<file path="src/rtl/horner_pkg.sv">
// horner_pkg: encodings shared by the Horner datapath and its ALU.
//   - opnd_sel_e : operand A/B select (M0/M1): X, S, H register, constant K
//   - k_sel_e    : constant K select (M2): zero, coef_a, coef_b, coef_c
//   - alu_op_e   : ALU operation (H input): add or multiply
//   - W_DEFAULT  : default data width
package horner_pkg;

  localparam int W_DEFAULT = 16;

  typedef enum logic [1:0] {
    SEL_X = 2'd0,
    SEL_S = 2'd1,
    SEL_H = 2'd2,
    SEL_K = 2'd3
  } opnd_sel_e;

  typedef enum logic [1:0] {
    K_ZERO = 2'd0,
    K_A    = 2'd1,
    K_B    = 2'd2,
    K_C    = 2'd3
  } k_sel_e;

  typedef enum logic {
    OP_ADD = 1'b0,
    OP_MUL = 1'b1
  } alu_op_e;

endpackage

</file>
<file path="src/rtl/horner_alu.sv">
// horner_alu: shared combinational W-bit unsigned add / multiply.
//   a, b : operands (W bits)
//   op   : 1 = multiply (low W bits of product), 0 = add (mod 2^W)
//   y    : result (W bits)
//   ovf  : only with HORNER_OVF_EN; high when y is a truncated value
//          (non-zero upper product half, or add carry-out)
// Without HORNER_OVF_EN only the truncated result is built.
module horner_alu
  import horner_pkg::*;
#(
  parameter int W = W_DEFAULT
) (
  input  logic [W-1:0] a,
  input  logic [W-1:0] b,
  input  logic         op,
  output logic [W-1:0] y
`ifdef HORNER_OVF_EN
  ,
  output logic         ovf
`endif
);

`ifdef HORNER_OVF_EN
  logic [2*W-1:0] prod;
  logic [W:0]     sum;

  always_comb begin
    // Zero-extend explicitly so the full product / carry are kept.
    prod = {{W{1'b0}}, a} * {{W{1'b0}}, b};
    sum  = {1'b0, a} + {1'b0, b};
    if (alu_op_e'(op) == OP_MUL) begin
      y   = prod[W-1:0];
      ovf = |prod[2*W-1:W];
    end else begin
      y   = sum[W-1:0];
      ovf = sum[W];
    end
  end
`else
  always_comb begin
    if (alu_op_e'(op) == OP_MUL) y = a * b;
    else                         y = a + b;
  end
`endif

endmodule

</file>
<file path="src/rtl/horner_datapath.sv">
// horner_datapath: operative stage driven cycle by cycle by the polynomial
// control FSM. Holds X, H and S, one shared ALU and a coefficient bank, and
// captures S into result on the rising edge of pronto.
//   clk, rst               : clock, asynchronous active-high reset
//   x_in                   : argument, loaded into X when LX=1
//   coef_a/coef_b/coef_c   : coefficient bank (K select 1/2/3)
//   M0, M1                 : ALU operand A/B select (X, S, H, K)
//   M2                     : constant K select (zero, a, b, c)
//   LX, LH, LS             : load enables for X, H, S
//   H                      : ALU op, 1 = multiply, 0 = add
//   pronto                 : control done level
//   result, result_valid   : captured S and its fresh flag
//   ovf                    : only with HORNER_OVF_EN; sticky truncation flag,
//                            frozen at capture while result_valid=1
module horner_datapath
  import horner_pkg::*;
#(
  parameter int W = W_DEFAULT
) (
  input  logic         clk,
  input  logic         rst,
  input  logic [W-1:0] x_in,
  input  logic [W-1:0] coef_a,
  input  logic [W-1:0] coef_b,
  input  logic [W-1:0] coef_c,
  input  logic [1:0]   M0,
  input  logic [1:0]   M1,
  input  logic [1:0]   M2,
  input  logic         LX,
  input  logic         LH,
  input  logic         LS,
  input  logic         H,
  input  logic         pronto,
  output logic [W-1:0] result,
`ifdef HORNER_OVF_EN
  output logic         ovf,
`endif
  output logic         result_valid
);

  logic [W-1:0] x_q, x_d;
  logic [W-1:0] h_q, h_d;
  logic [W-1:0] s_q, s_d;
  logic [W-1:0] result_q, result_d;
  logic         result_valid_q, result_valid_d;
  logic         pronto_dly_q;   // registered pronto for edge detection
  logic         pronto_rise;

  logic [W-1:0] k_val;
  logic [W-1:0] opnd_a;
  logic [W-1:0] opnd_b;
  logic [W-1:0] alu_y;

  // Operand muxes. All reads see pre-edge register values, so S <= S + X
  // is a plain read-modify-write.
  always_comb begin
    // NOTE: every always_comb output gets a default first so no path can
    // leave it unassigned and infer a latch.
    k_val = '0;
    unique case (k_sel_e'(M2))
      K_ZERO: k_val = '0;
      K_A:    k_val = coef_a;
      K_B:    k_val = coef_b;
      K_C:    k_val = coef_c;
    endcase

    opnd_a = '0;
    unique case (opnd_sel_e'(M0))
      SEL_X: opnd_a = x_q;
      SEL_S: opnd_a = s_q;
      SEL_H: opnd_a = h_q;
      SEL_K: opnd_a = k_val;
    endcase

    opnd_b = '0;
    unique case (opnd_sel_e'(M1))
      SEL_X: opnd_b = x_q;
      SEL_S: opnd_b = s_q;
      SEL_H: opnd_b = h_q;
      SEL_K: opnd_b = k_val;
    endcase
  end

`ifdef HORNER_OVF_EN
  logic alu_ovf;
  logic ovf_run_q, ovf_run_d;   // live sticky flag for the current run
  logic ovf_cap_q, ovf_cap_d;   // copy frozen with result
`endif

  horner_alu #(.W(W)) u_alu (
    .a  (opnd_a),
    .b  (opnd_b),
    .op (H),
    .y  (alu_y)
`ifdef HORNER_OVF_EN
    ,
    .ovf(alu_ovf)
`endif
  );

  always_comb begin
    pronto_rise = pronto & ~pronto_dly_q;
    x_d         = LX ? x_in  : x_q;
    h_d         = LH ? alu_y : h_q;
    s_d         = LS ? alu_y : s_q;
    result_d    = pronto_rise ? s_q : result_q;
    // A capture on the same edge as a new run's LX keeps the flag set.
    if (pronto_rise)  result_valid_d = 1'b1;
    else if (LX)      result_valid_d = 1'b0;
    else              result_valid_d = result_valid_q;
  end

`ifdef HORNER_OVF_EN
  always_comb begin
    // LX starts a fresh run; a truncating write on that same edge still counts.
    ovf_run_d = (LX ? 1'b0 : ovf_run_q) | ((LH | LS) & alu_ovf);
    ovf_cap_d = pronto_rise ? ovf_run_q : ovf_cap_q;
  end

  assign ovf = result_valid_q ? ovf_cap_q : ovf_run_q;
`endif

  // NOTE: state registers use non-blocking assignments so every flop samples
  // pre-edge values, independent of statement order.
  always_ff @(posedge clk or posedge rst) begin
    if (rst) begin
      x_q            <= '0;
      h_q            <= '0;
      s_q            <= '0;
      result_q       <= '0;
      result_valid_q <= 1'b0;
      pronto_dly_q   <= 1'b0;
`ifdef HORNER_OVF_EN
      ovf_run_q      <= 1'b0;
      ovf_cap_q      <= 1'b0;
`endif
    end else begin
      x_q            <= x_d;
      h_q            <= h_d;
      s_q            <= s_d;
      result_q       <= result_d;
      result_valid_q <= result_valid_d;
      pronto_dly_q   <= pronto;
`ifdef HORNER_OVF_EN
      ovf_run_q      <= ovf_run_d;
      ovf_cap_q      <= ovf_cap_d;
`endif
    end
  end

  assign result       = result_q;
  assign result_valid = result_valid_q;

endmodule
</file>
<file path="config.mk">
export PLATFORM = sky130hd
export DESIGN_NAME = horner_datapath
export DESIGN_NICKNAME = d
export VERILOG_FILES = /design/src/rtl/horner_pkg.sv /design/src/rtl/horner_alu.sv /design/src/rtl/horner_datapath.sv
export SDC_FILE = /design/constraint.sdc
export NUM_CORES = 1
export LEC_CHECK = 0
export CAP_MARGIN = 20
export CORE_ASPECT_RATIO = 1.1
export CORE_MARGIN = 4
export CORE_UTILIZATION = 60
export CTS_CLUSTER_DIAMETER = 200
export CTS_CLUSTER_SIZE = 14
export DETAILED_ROUTE_END_ITERATION = 8
export DONT_BUFFER_PORTS = 1
export GPL_TIMING_DRIVEN = 0
export HOLD_SLACK_MARGIN = 0.03
export PLACE_DENSITY_LB_ADDON = 0.3
export SLEW_MARGIN = 30
export SYNTH_ARGS = -nofsm -noshare
export SYNTH_HDL_FRONTEND = slang
export SYNTH_HIERARCHICAL = 1
export SYNTH_SLANG_ARGS = --single-unit
export TNS_END_PERCENT = 1
</file>
<file path="constraint.sdc">
create_clock -name clk -period 6.42 [get_ports clk]
set_input_delay 1.284 -clock clk [delete_from_list [all_inputs] [get_ports clk]]
set_output_delay 1.284 -clock clk [all_outputs]
set_load 0.02 [all_outputs]
</file>
==> results of run 1 <==
through the flow:
step                      cells  setup slack, ps  cell area [um^2]  hold WS, ps  TNS [ps]
after floorplan             829             -504              8280          501     -4690
after global placement     1013            -1690              8510          510    -22490
after detailed placement   1014            -1850              8530          523    -25030
after CTS                  1056             -805              9290          538     -9690
after global routing       1075            -1020              9570          547    -12720
final                      1076             -809              9580          540     -9650
area by class of cell:
type	count	area [um^2]	share of cell area [%]
well taps	184	230	2.40
clock inverters	1	5.00	0.0523
clock buffers	15	298	3.11
diodes	1	2.50	0.0261
plain buffers	38	328	3.42
flip-flops and latches	66	1650	17.2
repair buffers	48	388	4.05
inverters	118	445	4.65
multi-input cells	605	6230	65.0
how the worst max path moves through the flow:
stage / startpoint / end / slack, ps
4_1_cts: M2[1] / s_q[15] / -810
6_report: M0[1] / s_q[12] / -810
3_3_place_gp: M0[0] / s_q[14] / -1690
3_5_place_dp: M0[0] / s_q[14] / -1850
2_1_floorplan: M0[1] / h_q[14] / -500
5_1_grt: M0[1] / s_q[12] / -1020
layer usage:
layer	part of all wire, %	GRT usage, %
met1	38	37.2
met2	50	56.5
met3	7.2	6.24
met4	4.8	17.1
met5	0.095	0
layout by cell type (no fill, tap or decap), types with 14 or more instances in the layout:
| master | instances |
|---|---|
| fa_1 | 78 |
| and2_1 | 59 |
| nand2_1 | 72 |
| xnor2_1 | 29 |
| mux2_2 | 76 |
| buf_2 | 14 |
| xor2_1 | 19 |
| a222oi_1 | 32 |
| dfrtp_1 | 66 |
| buf_4 | 46 |
| ha_1 | 55 |
| inv_1 | 113 |
| o21ai_1 | 18 |
| a21oi_1 | 14 |
| a22oi_2 | 14 |
timing repair:
item                       in CTS  in global routing
hold buffers                    0                  0
pin swaps                      25                 34
setup endpoints to repair      18                 18
buffers inserted               27                 20
gates resized for setup        61                 38
sequential cells by signal (all words and copies together), names as in the netlist:
signal / cells
h_q: 16
pronto_dly_q: 1
result: 16
result_valid: 1
s_q: 16
x_q: 16
cell families (layout without fill, tap and decap cells):
family                     after synthesis  count (layout)  synth area share [%]
and+or+nand+nor                        179             179                  11.2
buffers and inverters                  158             220                  8.30
adders and majority gates              145             145                  29.7
AOI/OAI and AO/OA                      144             144                  13.1
muxes                                   86              86                  11.9
DFF                                     66              66                  20.2
xor gates and xnor gates                51              51                  5.64
other                                    0               1                     0
worst max-delay path: stages:
cell and delay, ps:
nor2b_4 140, buf_8 130, buf_4 150, a222oi_1 450, o21ai_2 170, clkbuf_8 210
and2_2 210, fa_1 530, inv_1 50, fa_1 470, inv_1 40, ha_1 180
fa_1 460, fa_1 550, inv_1 60, fa_1 550, inv_1 50, ha_1 250
nor4_2 310, o21ai_1 150, a41oi_2 270, buf_4 170, xnor2_1 60, nor2_1 100
a21oi_1 80, mux2_2 320
==> impl_metrics.ini, run 1 <==
[min_path]
min_to = h_q[14]
hold_class = flop to flop
min_path_cells = 1
hp-start = h_q[14]

[logic_synthesis]
netlist_area_um2 = 8160
synthArstFlopShare_pct = 100
ys_seq_area_share_pct = 20.2
synth_area_leaders = dfrtp_1 (20%), fa_1 (20%), mux2_2 (11%)
synth_cell_type_count = 49
synth_top_area_share_pct = 20.2
synth.most_common_cell = inv_1
yosys-top-cells-count = inv_1 (118), fa_1 (81), mux2_2 (81), nand2_1 (74), dfrtp_1 (66)
synthCells = 829
ys_ff_latch = 66
synth_flop_cell = dfrtp_1
yosys_warnings = 6
synth_fp_nets = 1051
synth_edf_count = 0
avgSynthCellArea_um2 = 9.84
yosys.area.top_type = dfrtp_1

[final_layout]
syn_to_final_growth_pct = 17.4
fin_nets = 1108
fill_cells = 895
finish.utilization_pct = 72.2
drive_above_1_share_pct = 29.5

[critical_path]
r2r_start = x_q[7]
crit_arrival_ps = 7440
r2r_slack_ps = 10
critPathRequiredTime_ps = 6630
end_kind = flop
timing.rr.end = h_q[15]
worstRegToRegCells = 22
startpoint_type = primary input
crit_fanout = 10
crit_type = primary input to flop

[timing]
min_period_ps = 7230
max_slew_margin_pct = 33.2
fin_crit_sh_pct = 113
rsz0062_at_grt = true
tightest_slew_ps = 992
final-setup-viol-count = 16
clock.fmax_ghz = 0.138
fin_skew_ps = 10.3
fin_ws_ps = -809
hold_violations = 0
drv_slew = 0

[drt]
post_drt_wl_per_cell_um = 22.6
wl_um = 24300
drc = 0
drtIter0Drc = 633
vias = 6641
final_antenna_net_count = 0
firstDrtPassIters = 6
vias_per_cell = 6.17

[clocking]
clock_path_buffers = 2
clk_pin_slew_ps = 50
cts_tree = yes
cts_root_buf = clkbuf_16
cts_made_buffers = 9
htreeDepth = 3
cts_sinks = 66
clk_latency_ps = 330

[global_routing]
antenna_found_initial = 2
grtUsageTotal_pct = 32.1
grt_start_max_net_pins = 39
grt_overflow_total = 0
first_global_vias = 7268
grt_pass1_wl_um = 38700

[placement]
hpwl_um = 17900
port_buffers = 0
globalplace.congestion = 0.964

[status]
status = finished, violations left
violations = negative setup slack

[floorplan]
coreArea_um2 = 13300
initial_core_util_pct = 61.5
io_pins = 94
num_rows = 44
die_h_um = 130
die_w_um = 119
die-area_um2 = 15500

[run]
cap_viol_max_count = 0
Power of run 1 is left out: the tool's default activity adds up to more than one toggle a clock period on the data nets, which glitch-free logic cannot reach.
==> inputs of run 2 (changes only) <==
- ABC_CLOCK_PERIOD_IN_PS: not set -> 6420
==> results of run 2 <==
Final layout, timing and power as in run 1 (identical DEF).
Power of run 2 is left out for the same reason.
==> inputs of run 3 (changes only) <==
- RECOVER_POWER: not set -> 50
==> run 3 against run 2 <==
Setup slack got worse by 1.2 ps. Wire length is 0.19% lower. Global-route usage stayed put. Highest routed layer unchanged. The flow finishes with violations (max-capacitance violations, max-slew violations, negative setup slack). First-iteration DRC count decreased by 12%. Clock-buffer cell count unchanged. Maximum frequency barely moved. Critical path type unchanged. Cell area decreased by 0.18%. Core utilization is 0.13 points lower. Non-clock buffer count did not move. Worst hold slack is essentially flat.
==> impl_metrics.ini, run 3 (synthesis gave the netlist of run 1 again) <==
[critical_path]
critPathRequiredTime_ps = 6630
slowest_delay_ps = 550
crit_family = adder cells
path_common_cell = fa_1
crit_type = primary input to flop
end_kind = flop
cpMaxStageDelayCell = fa_1
worstPathBufferInverterCount = 8
startpoint_type = primary input
crit_fanout = 10
crit_arrival_ps = 7440

[floorplan]
coreArea_um2 = 13300
initial_core_util_pct = 61.5
num_rows = 44
die_w_um = 119
die-area_um2 = 15500
die_h_um = 130
io_pins = 94

[clocking]
htreeDepth = 3
clk_latency_ps = 330
clock_path_buffers = 2
clk_pin_slew_ps = 60
cts_made_buffers = 9
cts_tree = yes
cts_sinks = 66
cts_root_buf = clkbuf_16
hold_buffers = 0

[final_layout]
multiInputGateArea_um2 = 6230
final_common_cell = inv_1
fill_cells = 898
drive_above_1_share_pct = 29.4
regArea_um2 = 1650
fin_nets = 1108
mostFrequentLayoutCells = inv_1 (113), fa_1 (78), mux2_2 (76), nand2_1 (72), dfrtp_1 (66)
syn_to_final_growth_pct = 17.1

[drt]
final_antenna_net_count = 0
drtIter0Drc = 560
firstDrtPassIters = 7
post_drt_wl_per_cell_um = 22.5
wl_um = 24300
vias_per_cell = 6.19
drc = 0
vias = 6656

[timing]
fin_ws_ps = -810
tightest_slew_ps = 2030
setup_tns_ps = -9520
rsz0062_at_grt = true
drv_slew = 39
fin_crit_sh_pct = 113
hold_violations = 0
min_period_ps = 7230
max_slew_margin_pct = -35.6
final-setup-viol-count = 16
fin_skew_ps = 10.6
clock.fmax_ghz = 0.138

[placement]
globalplace.congestion = 0.964
hpwl_um = 17900
post-place-ws_ps = -1850
port_buffers = 0

[status]
violations = max-capacitance violations, max-slew violations, negative setup slack
status = finished, violations left

[global_routing]
grt_overflow_total = 0
grtUsageTotal_pct = 32.1
grt_start_max_net_pins = 39
antenna_found_initial = 2
grt_pass1_wl_um = 38700
first_global_vias = 7268

[run]
cap_viol_max_count = 1

[min_path]
hold_class = flop to flop
run 3: changes by cell type in the layout (fill, tap and decap cells not counted), sizes merged:
cell,previous run,this run
buf,73,72
clkbuf,28,29
clkinvlp,0,1
inv,118,117
run 3: final timing paths:
kind                          from           end  slack (ps)  depth (start not counted)
setup / recovery             M0[1]       s_q[12]        -810                         26
hold / removal             h_q[10]       h_q[10]         540                          1
setup reg to reg            x_q[7]       h_q[15]          10                         22
hold reg to reg            h_q[10]       h_q[10]         540                          1
max in group asynchronous      rst  pronto_dly_q        2930                          2
min in group asynchronous      rst     result[4]        1070                          1
run 3: area by class of cell:
class | instances | share of cell area [%]
Multi-Input combinational cell | 605 | 65.2
Timing Repair Buffer | 48 | 3.89
Antenna cell | 1 | 0.0262
Inverter | 118 | 4.65
Clock inverter | 1 | 0.0524
Sequential cell | 66 | 17.3
Clock buffer | 15 | 3.12
Tap cell | 184 | 2.41
Buffer | 38 | 3.43
run 3: per-stage QoR:
stage          cell area [um^2]  std cells  hold WS [ps]  util [%]
3_5_place_dp               8530       1014           523      64.3
4_1_cts                    9290       1056           538      70.0
6_report                   9560       1076           540      72.0
3_3_place_gp               8510       1013           510      64.1
5_1_grt                    9560       1075           547      72.0
2_1_floorplan              8280        829           501         -
run 3: metal layers:
metal,track usage (%),share of wire [%]
met5,0,0.095
met4,17.1,4.4
met3,6.24,7.5
met2,56.5,51
met1,37.2,37
run 3: repair_timing:
item | in CTS | in global routing
endpoints found under the hold margin | 0 | 0
cloned | 0 | 0
setup buffers | 27 | 20
endpoints found under the setup margin | 18 | 18
pin swaps | 25 | 34
resized for setup | 61 | 38
Power of run 3 is left out for the same reason.
